$ cat config.mk
export PLATFORM = sky130hd
export DESIGN_NAME = can_bit_destuffer
export DESIGN_NICKNAME = d
export VERILOG_FILES = /design/src/rtl/can_pkg.sv /design/src/rtl/can_idle_detector.sv /design/src/rtl/can_bit_destuffer.sv
export SDC_FILE = /design/constraint.sdc
export NUM_CORES = 1
export LEC_CHECK = 0
export ABC_AREA = 1
export ABC_CLOCK_PERIOD_IN_PS = 1300
export CAP_MARGIN = 0
export CORE_ASPECT_RATIO = 0.8
export CORE_UTILIZATION = 42
export CTS_CLUSTER_SIZE = 14
export DETAILED_ROUTE_END_ITERATION = 7
export PLACE_DENSITY = 0.74
export SKIP_CTS_REPAIR_TIMING = 1
export SLEW_MARGIN = 0
export SYNTH_ARGS = -nofsm -noshare
export SYNTH_HDL_FRONTEND = slang
export SYNTH_SLANG_ARGS = --single-unit
export TNS_END_PERCENT = 30
$ cat constraint.sdc
create_clock -name clk -period 1.3 [get_ports clk]
set_input_delay 0.325 -clock clk [delete_from_list [all_inputs] [get_ports clk]]
set_output_delay 0.325 -clock clk [all_outputs]
set_load 0.1 [all_outputs]
$ cat src/rtl/can_pkg.sv
// Shared types and bus-level constants for the CAN
// receive front end (bit destuffer and helpers).
package can_pkg;

  typedef enum logic [1:0] {
    WAIT_IDLE,
    IDLE,
    ACTIVE,
    ERROR
  } destuff_state_e;

  localparam logic CAN_RECESSIVE = 1'b1;
  localparam logic CAN_DOMINANT  = 1'b0;

endpackage

$ cat src/rtl/can_idle_detector.sv
// Counts consecutive recessive samples; idle_hit
// fires on the sample that completes IDLE_BITS.
module can_idle_detector
  import can_pkg::*;
#(
  parameter int IDLE_BITS = 11
) (
  input  logic clk,
  input  logic reset,
  input  logic sample_en,
  input  logic data,
  input  logic clear,
  output logic idle_hit
);

  localparam int CW = $clog2(IDLE_BITS + 1);
  localparam logic [CW-1:0] LAST = CW'(IDLE_BITS - 1);
  localparam logic [CW-1:0] TOP  = CW'(IDLE_BITS);

  logic [CW-1:0] idle_cnt;
  logic          rec;

  assign rec = sample_en && (data == CAN_RECESSIVE);

  assign idle_hit = rec && !clear
                 && (idle_cnt >= LAST);

  // saturating run counter of recessive samples
  always_ff @(posedge clk) begin
    if (reset) begin
      idle_cnt <= '0;
    end else if (clear) begin
      idle_cnt <= '0;
    end else if (sample_en) begin
      if (!rec)
        idle_cnt <= '0;
      else if (idle_cnt != TOP)
        idle_cnt <= idle_cnt + CW'(1);
    end
  end

endmodule

$ cat src/rtl/can_bit_destuffer.sv
// CAN receive destuffer: SOF detect, stuff removal/check.
// Optional counters: define CAN_DESTUFF_STATS_EN.
module can_bit_destuffer
  import can_pkg::*;
#(
  parameter int IDLE_BITS = 11,
  parameter int STUFF_LEN = 5,
  parameter int CNT_W     = 8
) (
  input  logic             clk,
  input  logic             reset,
  input  logic             data,
  input  logic             sample_en,
  input  logic             bit_stuffing_EN,
  input  logic             frame_end,
  output logic             bit_out,
  output logic             bit_valid,
  output logic             sof,
  output logic             stuff_err,
  output logic             bus_idle,
  output logic [CNT_W-1:0] stuff_cnt,
  output logic [CNT_W-1:0] err_cnt
);

  localparam int RW = $clog2(STUFF_LEN + 1);
  localparam logic [RW-1:0] RUN_MAX = RW'(STUFF_LEN);

  destuff_state_e state_q, state_d;
  logic [RW-1:0]  run_len_q, run_len_d;
  logic           run_val_q, run_val_d;
  logic           bit_out_d, bit_valid_d;
  logic           sof_d, err_d;
  logic           stuff_hit;
  logic           idle_hit, idle_clr;

  // idle counting only runs in WAIT_IDLE and ERROR
  assign idle_clr = (state_q == IDLE)
                 || (state_q == ACTIVE);

  can_idle_detector #(
    .IDLE_BITS(IDLE_BITS)
  ) u_idle (
    .clk      (clk),
    .reset    (reset),
    .sample_en(sample_en),
    .data     (data),
    .clear    (idle_clr),
    .idle_hit (idle_hit)
  );

  // state, run tracker and registered outputs
  always_ff @(posedge clk) begin
    if (reset) begin
      state_q   <= WAIT_IDLE;
      run_len_q <= '0;
      run_val_q <= CAN_RECESSIVE;
      bit_out   <= 1'b0;
      bit_valid <= 1'b0;
      sof       <= 1'b0;
      stuff_err <= 1'b0;
    end else begin
      state_q   <= state_d;
      run_len_q <= run_len_d;
      run_val_q <= run_val_d;
      bit_out   <= bit_out_d;
      bit_valid <= bit_valid_d;
      sof       <= sof_d;
      stuff_err <= err_d;
    end
  end

  // next-state, run update and emission decode
  always_comb begin
    state_d     = state_q;
    run_len_d   = run_len_q;
    run_val_d   = run_val_q;
    bit_out_d   = 1'b0;
    bit_valid_d = 1'b0;
    sof_d       = 1'b0;
    err_d       = 1'b0;
    stuff_hit   = 1'b0;
    unique case (state_q)
      WAIT_IDLE, ERROR: begin
        if (idle_hit)
          state_d = IDLE;
      end
      IDLE: begin
        if (sample_en && data == CAN_DOMINANT) begin
          state_d     = ACTIVE;
          bit_out_d   = CAN_DOMINANT;
          bit_valid_d = 1'b1;
          sof_d       = 1'b1;
          run_val_d   = CAN_DOMINANT;
          run_len_d   = RW'(1);
        end
      end
      ACTIVE: begin
        if (sample_en) begin
          if (bit_stuffing_EN
              && run_len_q == RUN_MAX) begin
            if (data != run_val_q) begin
              stuff_hit = 1'b1;
              run_val_d = data;
              run_len_d = RW'(1);
            end else begin
              err_d = 1'b1;
            end
          end else begin
            bit_out_d   = data;
            bit_valid_d = 1'b1;
            if (data != run_val_q) begin
              run_val_d = data;
              run_len_d = RW'(1);
            end else if (run_len_q != RUN_MAX) begin
              run_len_d = run_len_q + RW'(1);
            end
          end
        end
        // a violation on the closing bit still wins
        if (err_d)
          state_d = ERROR;
        else if (frame_end)
          state_d = WAIT_IDLE;
      end
      default: state_d = WAIT_IDLE;
    endcase
  end

  assign bus_idle = (state_q == IDLE);

`ifdef CAN_DESTUFF_STATS_EN
  logic [CNT_W-1:0] stuff_cnt_q, err_cnt_q;

  // saturating statistics, cleared only by reset
  always_ff @(posedge clk) begin
    if (reset) begin
      stuff_cnt_q <= '0;
      err_cnt_q   <= '0;
    end else begin
      if (stuff_hit && stuff_cnt_q != '1)
        stuff_cnt_q <= stuff_cnt_q + CNT_W'(1);
      if (err_d && err_cnt_q != '1)
        err_cnt_q <= err_cnt_q + CNT_W'(1);
    end
  end

  assign stuff_cnt = stuff_cnt_q;
  assign err_cnt   = err_cnt_q;
`else
  logic stats_unused;
  assign stats_unused = stuff_hit;
  assign stuff_cnt    = '0;
  assign err_cnt      = '0;
`endif

endmodule

==> results by group <==
Outcome
  • Outcome: complete, but fails checks
  • Violated checks: negative setup slack

Power and ir drop
  • P_leak: 0.614 nW
  • Power per standard cell area: 1510 nW/µm²
  • Peak supply drop: 1.05 mV
  • Post-layout total power: 1.95 mW

Synthesis
  • Count of distinct cell types in the synthesized netlist: 23
  • Mean instance size in the synthesized netlist: 6.64 µm²
  • Number of flops mapped to enable cells by yosys: 0
  • Number of standard cells after synthesis: 145
  • Synth async-reset ratio: 0%
  • Commonest register cell after synthesis: dfxtp_1
  • Netlist area before placement: 963 µm²
  • Post-synthesis sequential element count: 14
  • Portion of the post-synthesis area used by sequential elements: 29.1%
  • Count of yosys warnings during synthesis: 0

Flow run
  • Max-cap violation count: 0

Layout
  • Commonest cells after routing, fill and taps aside: 31 x nand2_1, 16 x conb_1, 15 x nor2_1, 14 x inv_1, 13 x buf_4
  • Most common cell after layout, fill and taps aside: nand2_1
  • Antenna cells: 0
  • Final cell count without fillers: 197
  • # nets final: 185
  • Filler instances: 180
  • Layout overhead on the synthesized area: 34.0%
  • Fraction of layout instances using a drive strength above 1: 27.3%

Floorplanning
  • Die height: 44.8 µm
  • Initial cell density of the core: 44.6%
  • Count of pins on the block boundary: 27
  • Full die area: 2490 µm²
  • Core outline area: 2160 µm²
  • Horizontal die dimension: 55.5 µm
  • Row count: 15

Route
  • DRT Pass-1 Iters: 4
  • Routed via count divided by cell count: 4.60
  • Overall via count from detail_route: 906
  • Starting DRT DRC Count: 14
  • Routed wire length per instance: 10.2 µm
  • Number of remaining DRC errors: 0
  • Number of nets still failing antenna checks after routing: 0
  • Final routed wirelength across all metal layers: 2010 µm

STA
  • Shortest clock period the worst path allows after layout: 1.41 ns
  • Number of max-slew violations in the final report: 0
  • Final number of setup-violating endpoints: 3
  • Final Hold Violating Endpoints: 0
  • Final clock skew: 0.00722 ns
  • Peak clock frequency supported by timing: 0.707 GHz
  • Final Cycle Share: 109%
  • Final Worst Setup Slack: -0.115 ns
  • RSZ-0062 raised after global routing: true

CTS
  • Clock latency of the later-clocked register in the worst-skew pair: 0.28 ns
  • Clock sink count: 14
  • TritonCTS clock tree: done
  • Clock transition at the registers of the reported paths: 0.09 ns
  • # H-tree levels: 1
  • Longest Clk Path Bufs: 2
  • Total clock buffers created by CTS: 3
  • Root cell of the clock tree: clkbuf_4

Setup path
  • Source of the worst register-to-register timing path: state_q[1]
  • Worst reg2reg setup slack: -0.10 ns
  • Origin of the worst setup path: state_q[0]
  • Startpoint type of the worst setup path: flip-flop
  • Number of cells on the worst reg-to-reg path: 9
  • Startpoint-to-endpoint class of the critical path: reg2out
  • Worst path arrival time: 1.09 ns
  • Maximum fanout along the worst path: 3
  • Capture point of the worst path: bus_idle
  • Endpoint kind of the worst setup timing path: output port
  • CP Data Required Time: 0.98 ns
  • Terminus of the critical flop-to-flop path: state_q[0]

GRT
  • Antenna violations before repair: 0
  • Global-route wire length before repair: 3330 µm
  • Gr usage total: 17.3%
  • GRT overflow: 0
  • Vias in the first global route: 798
  • Largest net degree at the start of global routing: 9

Placed design
  • Quantity of I/O buffers inserted on ports: 10
  • Routability cong.: 0.944
  • Detail Placement HPWL: 1600 µm
  • Total placed cells including tap cells: 191

Worst hold path
  • HP Class: in2reg
-- cells by family after synthesis --
family	synth area share (%)
AOI/OAI and AO/OA	7.79
adders and majority gates	7.79
other	0.389
and+or+nand+nor	33.8
buffers and inverters	20.3
xor gates and xnor gates	0.909
DFF	29.1
-- worst min path at each step --
stage | startpoint | endpoint | slack, ns | cells after the start
floorplan | reset | bit_valid | 0.40 | 1
global placement | run_val_q | run_val_q | 0.49 | 2
detailed placement | run_val_q | run_val_q | 0.50 | 2
CTS | run_val_q | run_val_q | 0.51 | 2
global route | sample_en | bit_out | 0.46 | 3
finish | data | run_val_q | 0.43 | 3
-- where the power goes --
group	total [mW]	internal, mW	switching (mW)
Sequential	0.545	0.492	0.0530
Combinational	1.09	0.370	0.724
Clock	0.312	0.170	0.141
Total	1.95	1.03	0.918
-- stage by stage --
step	setup TNS (ns)	util [%]	cell area, µm²	hold WS, ns	setup slack (ns)
2_1_floorplan	-0.126	-	1040	0.397	-0.0477
3_3_place_gp	-3.70	55.4	1190	0.487	-0.409
3_5_place_dp	-4.13	55.4	1190	0.495	-0.448
4_1_cts	-0.930	57.0	1230	0.510	-0.173
5_1_grt	-0.884	59.8	1290	0.463	-0.188
6_report	-0.306	59.8	1290	0.433	-0.115
-- cells in the mapped netlist (2+ instances only) --
| library cell | instances | area (µm²) |
|---|---|---|
| nand2_1 | 34 | 128 |
| a21oi_1 | 5 | 25.0 |
| inv_2 | 2 | 7.51 |
| nor2_1 | 17 | 63.8 |
| dfxtp_1 | 14 | 280 |
| ha_1 | 6 | 75.1 |
| buf_4 | 16 | 120 |
| nand3_1 | 7 | 35.0 |
| nor3_1 | 3 | 15.0 |
| nand2_2 | 2 | 12.5 |
| o21ai_0 | 6 | 30.0 |
| nand4_1 | 3 | 18.8 |
| inv_1 | 18 | 67.6 |
| nor2_2 | 2 | 12.5 |
| nand3_2 | 2 | 20.0 |
-- sequential cells by signal, summed over array words and instances, names as in the netlist --
register	count
u_idle.idle_cnt	4
sof	1
run_len_q	3
bit_valid	1
bit_out	1
stuff_err	1
run_val_q	1
state_q	2
-- worst max-delay path: stages, from the launching register on --
cell and delay (ns):
dfxtp_1 0.36, buf_4 0.13, ha_4 0.15, buf_12 0.17
-- per-layer routing --
metal	vias to the layer above	global-route usage, %	part of all wire (%)
met5	-	0	0
met4	0	3.50	2.2
met3	8	6.02	4.2
met2	30	32.3	47
met1	393	19.7	46
li1	475	-	-
-- layout make-up --
| type | instances | area [µm²] | area share, % |
|---|---|---|---|
| multi-input cells | 110 | 597 | 46.2 |
| flip-flops and latches | 14 | 283 | 21.9 |
| repair buffers | 24 | 264 | 20.4 |
| inverters | 20 | 80.1 | 6.20 |
| clock buffers | 4 | 36.3 | 2.81 |
| well taps | 25 | 31.3 | 2.42 |
Note: power is estimated with default switching activity, not from simulation.
